File: src/rtl/apb_master2_if.sv
// ============================================================================
// Module   : apb_master2_if
// Brief    : Command/response handshake plus dual-completer APB3 bus bundle.
// Revision : 1.0 - initial release
// ============================================================================
`default_nettype none

interface apb_master2_if #(
  parameter int DATAWIDTH = 8,
  parameter int ADDRWIDTH = 8
);

  // command channel
  logic                 cmd_valid;
  logic                 cmd_ready;
  logic                 cmd_write;
  logic [ADDRWIDTH:0]   cmd_addr;
  logic [DATAWIDTH-1:0] cmd_wdata;

  // shared APB request bus, one select per completer
  logic                 PSEL1;
  logic                 PSEL2;
  logic                 PENABLE;
  logic                 PWRITE;
  logic [ADDRWIDTH-1:0] PADDR;
  logic [DATAWIDTH-1:0] PWDATA;

  // per-completer return paths
  logic [DATAWIDTH-1:0] PRDATA1;
  logic [DATAWIDTH-1:0] PRDATA2;
  logic                 PREADY1;
  logic                 PREADY2;

  // response strobe
  logic                 rsp_valid;
  logic [DATAWIDTH-1:0] rsp_rdata;
  logic                 rsp_err;

  modport master (
    input  cmd_valid,
    input  cmd_write,
    input  cmd_addr,
    input  cmd_wdata,
    output cmd_ready,
    output PSEL1,
    output PSEL2,
    output PENABLE,
    output PWRITE,
    output PADDR,
    output PWDATA,
    input  PRDATA1,
    input  PRDATA2,
    input  PREADY1,
    input  PREADY2,
    output rsp_valid,
    output rsp_rdata,
    output rsp_err
  );

  modport slave (
    output cmd_valid,
    output cmd_write,
    output cmd_addr,
    output cmd_wdata,
    input  cmd_ready,
    input  PSEL1,
    input  PSEL2,
    input  PENABLE,
    input  PWRITE,
    input  PADDR,
    input  PWDATA,
    output PRDATA1,
    output PRDATA2,
    output PREADY1,
    output PREADY2,
    input  rsp_valid,
    input  rsp_rdata,
    input  rsp_err
  );

endinterface

`default_nettype wire

File: src/rtl/apb_master2.sv
// ============================================================================
// Module   : apb_master2
// Brief    : APB3 requester turning valid/ready commands into SETUP/ACCESS
//            transfers on two completers, with a wait-state timeout.
// Revision : 1.0 - initial release
// ============================================================================
`default_nettype none

module apb_master2 #(
  parameter int DATAWIDTH = 8,
  parameter int ADDRWIDTH = 8,
  parameter int TIMEOUT   = 16
) (
  input  wire logic     PCLK,
  input  wire logic     PRESETn,
  apb_master2_if.master bus
);

  localparam int c_CW = (TIMEOUT > 0) ? $clog2(TIMEOUT + 1) : 1;

  typedef enum logic [1:0] {
    S_IDLE   = 2'd0,
    S_SETUP  = 2'd1,
    S_ACCESS = 2'd2
  } state_t;

  state_t               r_state;
  logic [c_CW-1:0]      r_cnt;
  logic                 r_psel1;
  logic                 r_psel2;
  logic                 r_penable;
  logic                 r_pwrite;
  logic [ADDRWIDTH-1:0] r_paddr;
  logic [DATAWIDTH-1:0] r_pwdata;
  logic                 r_rsp_valid;
  logic [DATAWIDTH-1:0] r_rsp_rdata;
  logic                 r_rsp_err;

  logic                 w_accept;
  logic                 w_pready;
  logic [DATAWIDTH-1:0] w_prdata;
  logic                 w_timeout;

  assign bus.cmd_ready = (r_state == S_IDLE) && PRESETn;
  assign w_accept      = bus.cmd_valid && bus.cmd_ready;

  // only the selected completer's return path is ever observed
  assign w_pready = r_psel2 ? bus.PREADY2 : bus.PREADY1;
  assign w_prdata = r_psel2 ? bus.PRDATA2 : bus.PRDATA1;

  generate
    if (TIMEOUT > 0) begin : g_timeout
      assign w_timeout = (r_cnt == c_CW'(TIMEOUT - 1));
    end else begin : g_no_timeout
      assign w_timeout = 1'b0;
    end
  endgenerate

  always_ff @(posedge PCLK or negedge PRESETn) begin
    if (!PRESETn) begin
      r_state     <= S_IDLE;
      r_cnt       <= '0;
      r_psel1     <= 1'b0;
      r_psel2     <= 1'b0;
      r_penable   <= 1'b0;
      r_pwrite    <= 1'b0;
      r_paddr     <= '0;
      r_pwdata    <= '0;
      r_rsp_valid <= 1'b0;
      r_rsp_rdata <= '0;
      r_rsp_err   <= 1'b0;
    end else begin
      r_rsp_valid <= 1'b0;
      case (r_state)
        S_IDLE: begin
          if (w_accept) begin
            r_pwrite <= bus.cmd_write;
            r_paddr  <= bus.cmd_addr[ADDRWIDTH-1:0];
            r_pwdata <= bus.cmd_wdata;
            r_psel1  <= ~bus.cmd_addr[ADDRWIDTH];
            r_psel2  <=  bus.cmd_addr[ADDRWIDTH];
            r_state  <= S_SETUP;
          end
        end
        S_SETUP: begin
          r_penable <= 1'b1;
          r_cnt     <= '0;
          r_state   <= S_ACCESS;
        end
        S_ACCESS: begin
          if (w_pready) begin
            r_psel1     <= 1'b0;
            r_psel2     <= 1'b0;
            r_penable   <= 1'b0;
            r_rsp_valid <= 1'b1;
            r_rsp_err   <= 1'b0;
            r_rsp_rdata <= r_pwrite ? '0 : w_prdata;
            r_state     <= S_IDLE;
          end else if (w_timeout) begin
            r_psel1     <= 1'b0;
            r_psel2     <= 1'b0;
            r_penable   <= 1'b0;
            r_rsp_valid <= 1'b1;
            r_rsp_err   <= 1'b1;
            r_rsp_rdata <= '0;
            r_state     <= S_IDLE;
          end else if (r_cnt != {c_CW{1'b1}}) begin
            // saturate so a long stall can never wrap back into a match
            r_cnt <= r_cnt + 1'b1;
          end
        end
        default: begin
          r_psel1   <= 1'b0;
          r_psel2   <= 1'b0;
          r_penable <= 1'b0;
          r_state   <= S_IDLE;
        end
      endcase
    end
  end

  assign bus.PSEL1     = r_psel1;
  assign bus.PSEL2     = r_psel2;
  assign bus.PENABLE   = r_penable;
  assign bus.PWRITE    = r_pwrite;
  assign bus.PADDR     = r_paddr;
  assign bus.PWDATA    = r_pwdata;
  assign bus.rsp_valid = r_rsp_valid;
  assign bus.rsp_rdata = r_rsp_rdata;
  assign bus.rsp_err   = r_rsp_err;

endmodule

`default_nettype wire

File: src/flat_wrapper.sv
// flat-port wrapper written by rule: the top's interface ports become plain ports
module apb_master2_flat 
#(
  parameter int DATAWIDTH = 8,
  parameter int ADDRWIDTH = 8,
  parameter int TIMEOUT   = 16
)
  (PCLK, PRESETn, bus_cmd_valid, bus_cmd_write, bus_cmd_addr, bus_cmd_wdata, bus_cmd_ready, bus_PSEL1, bus_PSEL2, bus_PENABLE, bus_PWRITE, bus_PADDR, bus_PWDATA, bus_PRDATA1, bus_PRDATA2, bus_PREADY1, bus_PREADY2, bus_rsp_valid, bus_rsp_rdata, bus_rsp_err);
  apb_master2_if #(.DATAWIDTH(DATAWIDTH), .ADDRWIDTH(ADDRWIDTH)) bus_i ();
  input  wire logic PCLK;
  input  wire logic PRESETn;
  input wire logic [$bits(bus_i.cmd_valid)-1:0] bus_cmd_valid;
  input wire logic [$bits(bus_i.cmd_write)-1:0] bus_cmd_write;
  input wire logic [$bits(bus_i.cmd_addr)-1:0] bus_cmd_addr;
  input wire logic [$bits(bus_i.cmd_wdata)-1:0] bus_cmd_wdata;
  output wire logic [$bits(bus_i.cmd_ready)-1:0] bus_cmd_ready;
  output wire logic [$bits(bus_i.PSEL1)-1:0] bus_PSEL1;
  output wire logic [$bits(bus_i.PSEL2)-1:0] bus_PSEL2;
  output wire logic [$bits(bus_i.PENABLE)-1:0] bus_PENABLE;
  output wire logic [$bits(bus_i.PWRITE)-1:0] bus_PWRITE;
  output wire logic [$bits(bus_i.PADDR)-1:0] bus_PADDR;
  output wire logic [$bits(bus_i.PWDATA)-1:0] bus_PWDATA;
  input wire logic [$bits(bus_i.PRDATA1)-1:0] bus_PRDATA1;
  input wire logic [$bits(bus_i.PRDATA2)-1:0] bus_PRDATA2;
  input wire logic [$bits(bus_i.PREADY1)-1:0] bus_PREADY1;
  input wire logic [$bits(bus_i.PREADY2)-1:0] bus_PREADY2;
  output wire logic [$bits(bus_i.rsp_valid)-1:0] bus_rsp_valid;
  output wire logic [$bits(bus_i.rsp_rdata)-1:0] bus_rsp_rdata;
  output wire logic [$bits(bus_i.rsp_err)-1:0] bus_rsp_err;
  assign bus_i.cmd_valid = bus_cmd_valid;
  assign bus_i.cmd_write = bus_cmd_write;
  assign bus_i.cmd_addr = bus_cmd_addr;
  assign bus_i.cmd_wdata = bus_cmd_wdata;
  assign bus_cmd_ready = bus_i.cmd_ready;
  assign bus_PSEL1 = bus_i.PSEL1;
  assign bus_PSEL2 = bus_i.PSEL2;
  assign bus_PENABLE = bus_i.PENABLE;
  assign bus_PWRITE = bus_i.PWRITE;
  assign bus_PADDR = bus_i.PADDR;
  assign bus_PWDATA = bus_i.PWDATA;
  assign bus_i.PRDATA1 = bus_PRDATA1;
  assign bus_i.PRDATA2 = bus_PRDATA2;
  assign bus_i.PREADY1 = bus_PREADY1;
  assign bus_i.PREADY2 = bus_PREADY2;
  assign bus_rsp_valid = bus_i.rsp_valid;
  assign bus_rsp_rdata = bus_i.rsp_rdata;
  assign bus_rsp_err = bus_i.rsp_err;
  apb_master2 #(.DATAWIDTH(DATAWIDTH), .ADDRWIDTH(ADDRWIDTH), .TIMEOUT(TIMEOUT)) u_core (.PCLK(PCLK), .PRESETn(PRESETn), .bus(bus_i));
endmodule
File: config.mk
export PLATFORM = sky130hd
export DESIGN_NAME = apb_master2_flat
export DESIGN_NICKNAME = d
export VERILOG_FILES = /design/src/rtl/apb_master2_if.sv /design/src/rtl/apb_master2.sv /design/src/flat_wrapper.sv
export SDC_FILE = /design/constraint.sdc
export NUM_CORES = 1
export LEC_CHECK = 0
export BUFFER_PORTS_ARGS = -buffer_cell sky130_fd_sc_hd__buf_2
export CORE_ASPECT_RATIO = 0.7
export CORE_MARGIN = 3
export CORE_UTILIZATION = 48
export DETAILED_ROUTE_END_ITERATION = 6
export PLACE_DENSITY = 0.79
export SETUP_SLACK_MARGIN = 0.1
export SLEW_MARGIN = 20
export SYNTH_ARGS = -nofsm -noshare
export SYNTH_HDL_FRONTEND = slang
export SYNTH_SLANG_ARGS = --single-unit
File: constraint.sdc
create_clock -name PCLK -period 2.5 [get_ports PCLK]
set_input_delay 0.125 -clock PCLK [delete_from_list [all_inputs] [get_ports PCLK]]
set_output_delay 0.125 -clock PCLK [all_outputs]
set_load 0.05 [all_outputs]
==> results of run 1 <==
[worst max-delay path: stages, from the launching register on]
cell     delay, ns
dfrtp_1       0.43
ha_1          0.25
and3_1        0.21
ha_1          0.25
nor2_1        0.29
a31oi_1       0.19
a221o_1       0.39
[cell type report]
class / instances / area share
clock buffer: 7 / 0.0382
inverter: 7 / 0.0116
multi-input combinational: 88 / 0.343
sequential: 37 / 0.410
tap: 47 / 0.0260
timing repair buffer: 74 / 0.171
[worst paths after layout]
kind | endpoint | slack, ns | cells past startpoint
min in group asynchronous | u_core.bus.PADDR[5]$_DFFE_PN0P_ | 0.44 | 3
hold reg to reg | u_core.bus.rsp_rdata[1]$_DFFE_PN0P_ | 0.47 | 1
max in group asynchronous | u_core.bus.PWRITE$_DFFE_PN0P_ | 1.71 | 3
hold / removal | u_core.bus.PADDR[5]$_DFFE_PN0P_ | 0.06 | 2
setup / recovery | u_core.r_cnt[0]$_DFFE_PN0P_ | 0.37 | 6
setup reg to reg | u_core.r_cnt[0]$_DFFE_PN0P_ | 0.37 | 6
[per-layer routing]
metal	vias to the layer above	wire [um]
met5	-	0
met3	6	358
met4	0	42
li1	656	-
met1	695	1650
met2	72	2100
[synth_stat cells, drive strengths merged]
library cell	number
and3	6
buf	6
a211oi	1
nand2b	2
dfrtp	37
nand3b	1
nand4	1
inv	7
ha	3
a31oi	2
nor2b	2
nor4	8
a21oi	3
a21o	8
clkbuf	2
nor3	1
o32ai	1
nand2	2
nor3b	2
mux2i	10
or3	1
and2	1
o21ai	2
mux2	18
nand3	2
a221o	3
maj3	1
nor2	4
o22ai	1
a41o	1
a32oi	1
[metrics by stage]
| step | std cells | util | hold slack, ns | power (mW) | area, um2 |
|---|---|---|---|---|---|
| 3_3_place_gp | 252 | 0.643 | 0.215 | 2.01 | 2160 |
| 4_1_cts | 260 | 0.672 | 0.0550 | 2.47 | 2260 |
| 6_report | 260 | 0.672 | 0.0602 | 2.45 | 2260 |
| 3_5_place_dp | 252 | 0.643 | 0.228 | 2.05 | 2160 |
| 5_1_grt | 260 | 0.672 | 0.0497 | 2.57 | 2260 |
| 2_1_floorplan | 140 | - | -0.171 | 1.77 | 1790 |
[power by group through the flow]
stage | Combinational (mW) | Sequential [mW] | Clock, mW
after global routing | 1.18 | 0.941 | 0.446
final | 1.12 | 0.916 | 0.413
after CTS | 1.13 | 0.915 | 0.422
after detailed placement | 1.13 | 0.925 | 0
after floorplan | 0.344 | 1.42 | 0
after global placement | 1.10 | 0.909 | 0
[state kept, by name (all words and copies together), names as in the netlist, 2 cells and up]
name / count
u_core.bus.PADDR: 8
u_core.bus.PWDATA: 8
u_core.bus.rsp_rdata: 8
u_core.r_cnt: 5
u_core.r_state: 2
[logic make-up after synthesis]
family          Yosys count  share of synthesized area
simple gates             33                      0.134
compound gates           23                     0.0965
buf+inv                  15                     0.0489
fa+ha+maj                 4                     0.0266
mux                      28                      0.176
flops                    37                      0.517
[placed cells by master, fill, tap and decap left out, drive strengths merged, types with 2 or more instances in the layout]
cell type | netlist | final
nor2b | 2 | 2
nand2b | 2 | 2
a21o | 8 | 8
buf | 6 | 73
nand2 | 2 | 2
clkbuf | 2 | 7
a21oi | 3 | 3
nand3 | 2 | 2
mux2i | 10 | 10
nor2 | 4 | 4
and3 | 6 | 6
ha | 3 | 3
dfrtp | 37 | 37
o21ai | 2 | 2
nor4 | 8 | 8
inv | 7 | 7
mux2 | 18 | 18
nor3b | 2 | 2
a221o | 3 | 3
a31oi | 2 | 2
[repair_timing]
item / 4_1_cts / 5_1_grt
hold buffers: 1 / 0
resized for setup: 0 / 0
endpoints found under the hold margin: 37 / 0
==> impl_metrics.ini, run 1 <==
[yosys]
ys_seq_elements = 37
synthCells = 140
yosys.cell_types.count = 38
netlist.area_leader.share = 0.517
synth_area_leaders = dfrtp_1 (52%), mux2_1 (5.7%), mux2_2 (5.7%), mux2i_1 (5.0%), nor4_2 (4.9%)
ys_seq_area_frac = 0.517
syn-num-nets = 182
postSynthAreaPerCell_um2 = 12.8
netlist_area_um2 = 1790
ys_warn_count = 0
yosys.area.top_type = dfrtp_1

[global_route]
antenna_found_initial = 0
track_usage = 0.198
grt_pass1_vias = 1523
grt_remaining_overflow = 0
use_met1 = 0.235
grt_util_met3 = 0.0647
busiest_layer = met2
use_met2 = 0.347
grt_pass1_wl_mm = 7.13
grt_max_degree = 39

[clock_tree]
clk_latency_ns = 0.28
post-cts-setup-buffers = 0
h-tree-depth = 2
clock-sinks = 37
cts_tree = done
cts_root_buffer = clkbuf_8
clock_path_buffers = 2
path_clk_slew_ns = 0.07
numCtsBuffers = 5

[finish]
nFillCells = 274
final_layout_size_suffix_gt1_frac = 0.460
nets = 255
antennaDiodeCount = 0
seqCellArea_um2 = 926
area_growth_pct = 26.2
multi_input_area_um2 = 776

[setup_path]
r2r-start = u_core.r_cnt[0]$_DFFE_PN0P_
critPathLaunchType = register
critPathArrivalTime_ns = 2.30
cp-end-kind = register
cp.required_ns = 2.66
path_class = reg2reg
crit_fanout = 6
crit_start = u_core.r_cnt[0]$_DFFE_PN0P_

[placement]
port-buffer-count = 69
hpwl_mm = 3.18
place.gp.congestion = 0.774
pre_cts_slack_ns = 0.415

[route]
wirelength_mm = 4.16
drt_iter0_markers = 53
vias_per_cell = 5.50
wl_per_cell_um = 16.0
route.detailed.drc = 0
firstDrtPassIters = 4
ant_nets = 0
vias = 1429

[floorplanning]
start_util = 0.532
row_count = 17
dieArea_um2 = 4510
core_um2 = 3360
die_y_um = 57.1
io_pins = 70
die_w_um = 79.0

[timing]
setup_viol = 0
worst-slew-pin-transition_ns = 0.533
final-hold-violation-count = 0
period_share = 0.854
slew_headroom = 0.645
fin_ws_ns = 0.366
fin_skew_ns = 0.00522
rsz0062_at_grt = no
min_period_ns = 2.13
drv_slew = 0
tns_ns = 0
clock.fmax_mhz = 469

[power]
combPwrFrac = 0.457
intPower_mw = 1.31
switchingPower_mw = 1.14
leakagePower_nw = 1.16
vdd_drop_max_v = 0.000701
seqPwrFrac = 0.374
clkPwrFrac = 0.169
power_density_nw_per_um2 = 1080
sw_frac_of_total = 0.466

[min_path]
min-delay-path-class = in2reg
min_from = bus_cmd_addr[5]

[outcome]
outcome = finished, final reports clean

[flow_run]
drv_cap = 0
Note: power is estimated with default switching activity, not from simulation.
==> inputs of run 2 (changes only) <==
--- a/config.mk
+++ b/config.mk
@@ -11,6 +11,7 @@
 export CORE_UTILIZATION = 48
 export DETAILED_ROUTE_END_ITERATION = 6
 export PLACE_DENSITY = 0.79
+export RECOVER_POWER = 25
 export SETUP_SLACK_MARGIN = 0.1
 export SLEW_MARGIN = 20
 export SYNTH_ARGS = -nofsm -noshare
==> impl_metrics.ini, run 2 (same netlist as run 1, synthesis figures left out) <==
[outcome]
outcome = finished, final reports clean

[global_route]
grt_remaining_overflow = 0
track_usage = 0.198
grt_pass1_vias = 1523
antenna_found_initial = 0
grt_max_degree = 39
grt_pass1_wl_mm = 7.13

[setup_path]
critPathArrivalTime_ns = 2.30
cp-end-kind = register
path_class = reg2reg
critPathLaunchType = register
crit_fanout = 6
cp.required_ns = 2.66

[floorplanning]
io_pins = 70
die_w_um = 79.0
row_count = 17
die_y_um = 57.1
start_util = 0.532
core_um2 = 3360
dieArea_um2 = 4510

[power]
leakagePower_nw = 1.16
power_density_nw_per_um2 = 1080
vdd_drop_max_v = 0.000690

[flow_run]
drv_cap = 0

[clock_tree]
path_clk_slew_ns = 0.07
cts_tree = done
clock_path_buffers = 2
clk_latency_ns = 0.28
post-cts-setup-buffers = 0
cts_root_buffer = clkbuf_8
clock-sinks = 37
numCtsBuffers = 5
h-tree-depth = 2

[placement]
dp.cells = 252
port-buffer-count = 69
place.gp.congestion = 0.774
hpwl_mm = 3.18

[route]
vias = 1434
wl_per_cell_um = 15.9
ant_nets = 0
vias_per_cell = 5.52
route.detailed.drc = 0
wirelength_mm = 4.14
firstDrtPassIters = 4
drt_iter0_markers = 55

[finish]
layout.cells.non_filler = 260
final_layout_size_suffix_gt1_frac = 0.460
nets = 255
final_cell_mix = buf_2 (69), dfrtp_1 (37), mux2_2 (9), mux2i_1 (9), mux2_1 (9)
final_common_cell = buf_2
antennaDiodeCount = 0
area_growth_pct = 26.1

[timing]
drv_slew = 0
fin_skew_ns = 0.00509
worst-slew-pin-transition_ns = 0.926
setup_viol = 0
rsz0062_at_grt = no
tns_ns = 0
min_period_ns = 2.14
final-hold-violation-count = 0
period_share = 0.857
slew_headroom = 0.383
clock.fmax_mhz = 467

[min_path]
min-delay-path-class = in2reg
==> run 2: cell types whose count changed in the layout (fill, tap and decap cells not counted) <==
cell / previous run / this run
clkbuf_2: 0 / 1
buf_4: 4 / 3
==> run 2: report_power, final <==
group / switching, mW / internal (mW)
sequential: 0.143 / 0.773
combinational: 0.804 / 0.315
clock: 0.190 / 0.219
==> run 2: final timing paths <==
check	start	slack, ns	to	cells after the start
max reg2reg	u_core.r_cnt[0]$_DFFE_PN0P_	0.36	u_core.r_cnt[0]$_DFFE_PN0P_	6
max in group asynchronous	PRESETn	1.30	u_core.bus.PWRITE$_DFFE_PN0P_	3
max	u_core.r_cnt[0]$_DFFE_PN0P_	0.36	u_core.r_cnt[0]$_DFFE_PN0P_	6
min	bus_cmd_addr[5]	0.06	u_core.bus.PADDR[5]$_DFFE_PN0P_	2
min reg2reg	u_core.bus.rsp_rdata[1]$_DFFE_PN0P_	0.47	u_core.bus.rsp_rdata[1]$_DFFE_PN0P_	1
min in group asynchronous	PRESETn	0.62	u_core.bus.PADDR[5]$_DFFE_PN0P_	3
==> run 2: per-layer routing <==
layer / track usage / part of all wire / up-vias
met5: 0 / 0 / -
met1: 0.235 / 0.39 / 695
met3: 0.0647 / 0.096 / 4
met2: 0.347 / 0.51 / 78
met4: 0.0588 / 0.0094 / 0
li1: - / - / 657
==> run 2: layout make-up <==
class | count | area [um2]
sequential | 37 | 926
clock buffer | 7 | 86.3
timing repair buffer | 74 | 383
fill | 275 | 1100
multi-input combinational | 88 | 776
inverter | 7 | 26.3
tap | 47 | 58.8
==> run 2: timing repair <==
action	in CTS	in global routing
hold buffers	1	0
resized for setup	0	0
hold endpoints to repair	37	0
==> run 2: worst max-delay path: stages (launching register included) <==
cell and delay [ns]:
dfrtp_1 0.43, ha_1 0.25, and3_1 0.21, ha_1 0.25, nor2_1 0.30, a31oi_1 0.19, a221o_1 0.39
==> run 2: metrics by stage <==
step / total power, mW / worst slack, ns / instance area [um2] / hold WS [ns] / util
floorplan: 1.77 / 0.453 / 1790 / -0.171 / -
CTS: 2.47 / 0.402 / 2260 / 0.0550 / 0.672
finish: 2.44 / 0.358 / 2260 / 0.0606 / 0.671
global route: 2.57 / 0.207 / 2260 / 0.0497 / 0.671
global placement: 2.01 / 0.579 / 2160 / 0.215 / 0.643
detailed placement: 2.05 / 0.415 / 2160 / 0.228 / 0.643
==> inputs of run 3 (changes only) <==
--- a/config.mk
+++ b/config.mk
@@ -6,11 +6,13 @@
 export NUM_CORES = 1
 export LEC_CHECK = 0
 export BUFFER_PORTS_ARGS = -buffer_cell sky130_fd_sc_hd__buf_2
+export CELL_PAD_IN_SITES_DETAIL_PLACEMENT = 0
+export CELL_PAD_IN_SITES_GLOBAL_PLACEMENT = 1
 export CORE_ASPECT_RATIO = 0.7
 export CORE_MARGIN = 3
-export CORE_UTILIZATION = 48
+export CORE_UTILIZATION = 37
 export DETAILED_ROUTE_END_ITERATION = 6
-export PLACE_DENSITY = 0.79
+export PLACE_DENSITY_LB_ADDON = 0.1
 export RECOVER_POWER = 25
 export SETUP_SLACK_MARGIN = 0.1
 export SLEW_MARGIN = 20
==> impl_metrics.ini, run 3 (same netlist as run 1, synthesis figures left out) <==
[setup_path]
critPathLaunchType = register
cp.required_ns = 2.67
worstPathCellList = ha_1 -> and3_1 -> ha_1 -> nor2_1 -> a31oi_1 -> a221o_1
cp-end-kind = register
critPathArrivalTime_ns = 2.28
slowest_delay_ns = 0.43
crit_fanout = 6
path_common_cell = ha_1
crit_slowest_cell = dfrtp_1
path_class = reg2reg

[route]
wl_per_cell_um = 15.0
wirelength_mm = 4.04
vias = 1364
route.detailed.drc = 0
firstDrtPassIters = 4
vias_per_cell = 5.07
ant_nets = 0
drt_iter0_markers = 84

[finish]
nets = 255
final_cell_mix = buf_2 (68), dfrtp_1 (37), mux2_2 (9), mux2i_1 (9), mux2_1 (9)
final_layout_size_suffix_gt1_frac = 0.458
area_growth_pct = 28.0
final_area_um2 = 2290
antennaDiodeCount = 0
final_common_cell = buf_2
layout.cells.non_filler = 269

[timing]
drv_slew = 0
fin_skew_ns = 0.00676
period_share = 0.847
clock.fmax_mhz = 472
slew_headroom = 0.387
worst-slew-pin-transition_ns = 0.919
setup_viol = 0
rsz0062_at_grt = no
fin_ws_ns = 0.383
tns_ns = 0
final-hold-violation-count = 0
min_period_ns = 2.12

[floorplanning]
die_y_um = 64.2
start_util = 0.397
row_count = 20
die_w_um = 89.1
dieArea_um2 = 5720
io_pins = 70
core_um2 = 4500

[placement]
hpwl_mm = 3.00
dpl_cell_area_um2 = 2170
place.gp.congestion = 0.779
port-buffer-count = 69
dp.cells = 260
pre_cts_slack_ns = 0.413

[power]
clkPwrFrac = 0.202
power_density_nw_per_um2 = 1110
combPwrFrac = 0.439
seqPwrFrac = 0.359
vdd_drop_max_v = 0.000682
power_mw = 2.54
leakagePower_nw = 1.17
switchingPower_mw = 1.15
intPower_mw = 1.39
sw_frac_of_total = 0.455

[clock_tree]
path_clk_slew_ns = 0.07
clock_path_buffers = 2
clock-sinks = 37
post-cts-setup-buffers = 0
h-tree-depth = 2
cts_root_buffer = clkbuf_8
numCtsBuffers = 5
clk_latency_ns = 0.29
cts_tree = done

[global_route]
grt_max_degree = 39
grt_pass1_wl_mm = 6.72
track_usage = 0.154
antenna_found_initial = 0
grt_pass1_vias = 1411
grt_remaining_overflow = 0

[outcome]
outcome = finished, final reports clean

[min_path]
min-delay-path-class = in2reg

[flow_run]
drv_cap = 0
run 3: changes by cell type in the layout (fill, tap and decap cells not counted):
cell | previous run | this run
clkbuf_8 | 6 | 5
buf_2 | 69 | 68
clkbuf_1 | 1 | 2
clkinv_4 | 0 | 1
bufinv_16 | 0 | 1
run 3: area by class of cell:
class,instances,area (um2)
clock buffers,6,72.6
clock inverters,2,38.8
fillers,409,2210
inverters,7,26.3
multi-input cells,88,776
flip-flops and latches,37,926
well taps,55,68.8
repair buffers,74,382
run 3: what timing repair did:
item	4_1_cts	5_1_grt
gates resized for setup	0	0
setup endpoints to repair	0	0
hold endpoints to repair	37	0
hold buffers	1	0
run 3: path summary, 6_finish.rpt:
check | start | end | slack, ns | depth (start not counted)
min in group asynchronous | PRESETn | u_core.r_state[1]$_DFFE_PN0P_ | 0.69 | 3
worst max-delay path | u_core.r_cnt[0]$_DFFE_PN0P_ | u_core.r_cnt[0]$_DFFE_PN0P_ | 0.38 | 6
max in group asynchronous | PRESETn | u_core.bus.PWDATA[3]$_DFFE_PN0P_ | 1.25 | 3
worst min-delay path | bus_cmd_wdata[1] | u_core.bus.PWDATA[1]$_DFFE_PN0P_ | 0.06 | 2
worst min register to register | u_core.bus.rsp_rdata[7]$_DFFE_PN0P_ | u_core.bus.rsp_rdata[7]$_DFFE_PN0P_ | 0.47 | 1
worst max register to register | u_core.r_cnt[0]$_DFFE_PN0P_ | u_core.r_cnt[0]$_DFFE_PN0P_ | 0.38 | 6
run 3: power by group through the flow:
stage	combinational [mW]	sequential, mW	clock, mW
global placement	1.11	0.907	0
floorplan	0.344	1.42	0
global route	1.18	0.939	0.565
finish	1.12	0.912	0.513
detailed placement	1.13	0.920	0
CTS	1.13	0.913	0.531
run 3: metrics by stage:
stage	hold slack, ns	utilization
after floorplan	-0.171	-
after global placement	0.242	0.482
after detailed placement	0.242	0.482
after CTS	0.0413	0.509
after global routing	0.0331	0.508
final	0.0553	0.508
run 3: metal layers:
metal	global-route usage	vias to the layer above	wire (um)
met5	0	-	0
met1	0.203	646	1850
met3	0.0528	7	310
met4	0.0520	0	53
met2	0.234	49	1820
li1	-	662	-
run 3: critical path, delay by kind of cell (launching register included):
family | cells | cell delay, ns
AO/OA/AOI/OAI | 2 | 0.58
adder cells (fa/ha/maj) | 2 | 0.50
AND/OR/NAND/NOR | 2 | 0.49
flip-flops | 1 | 0.43
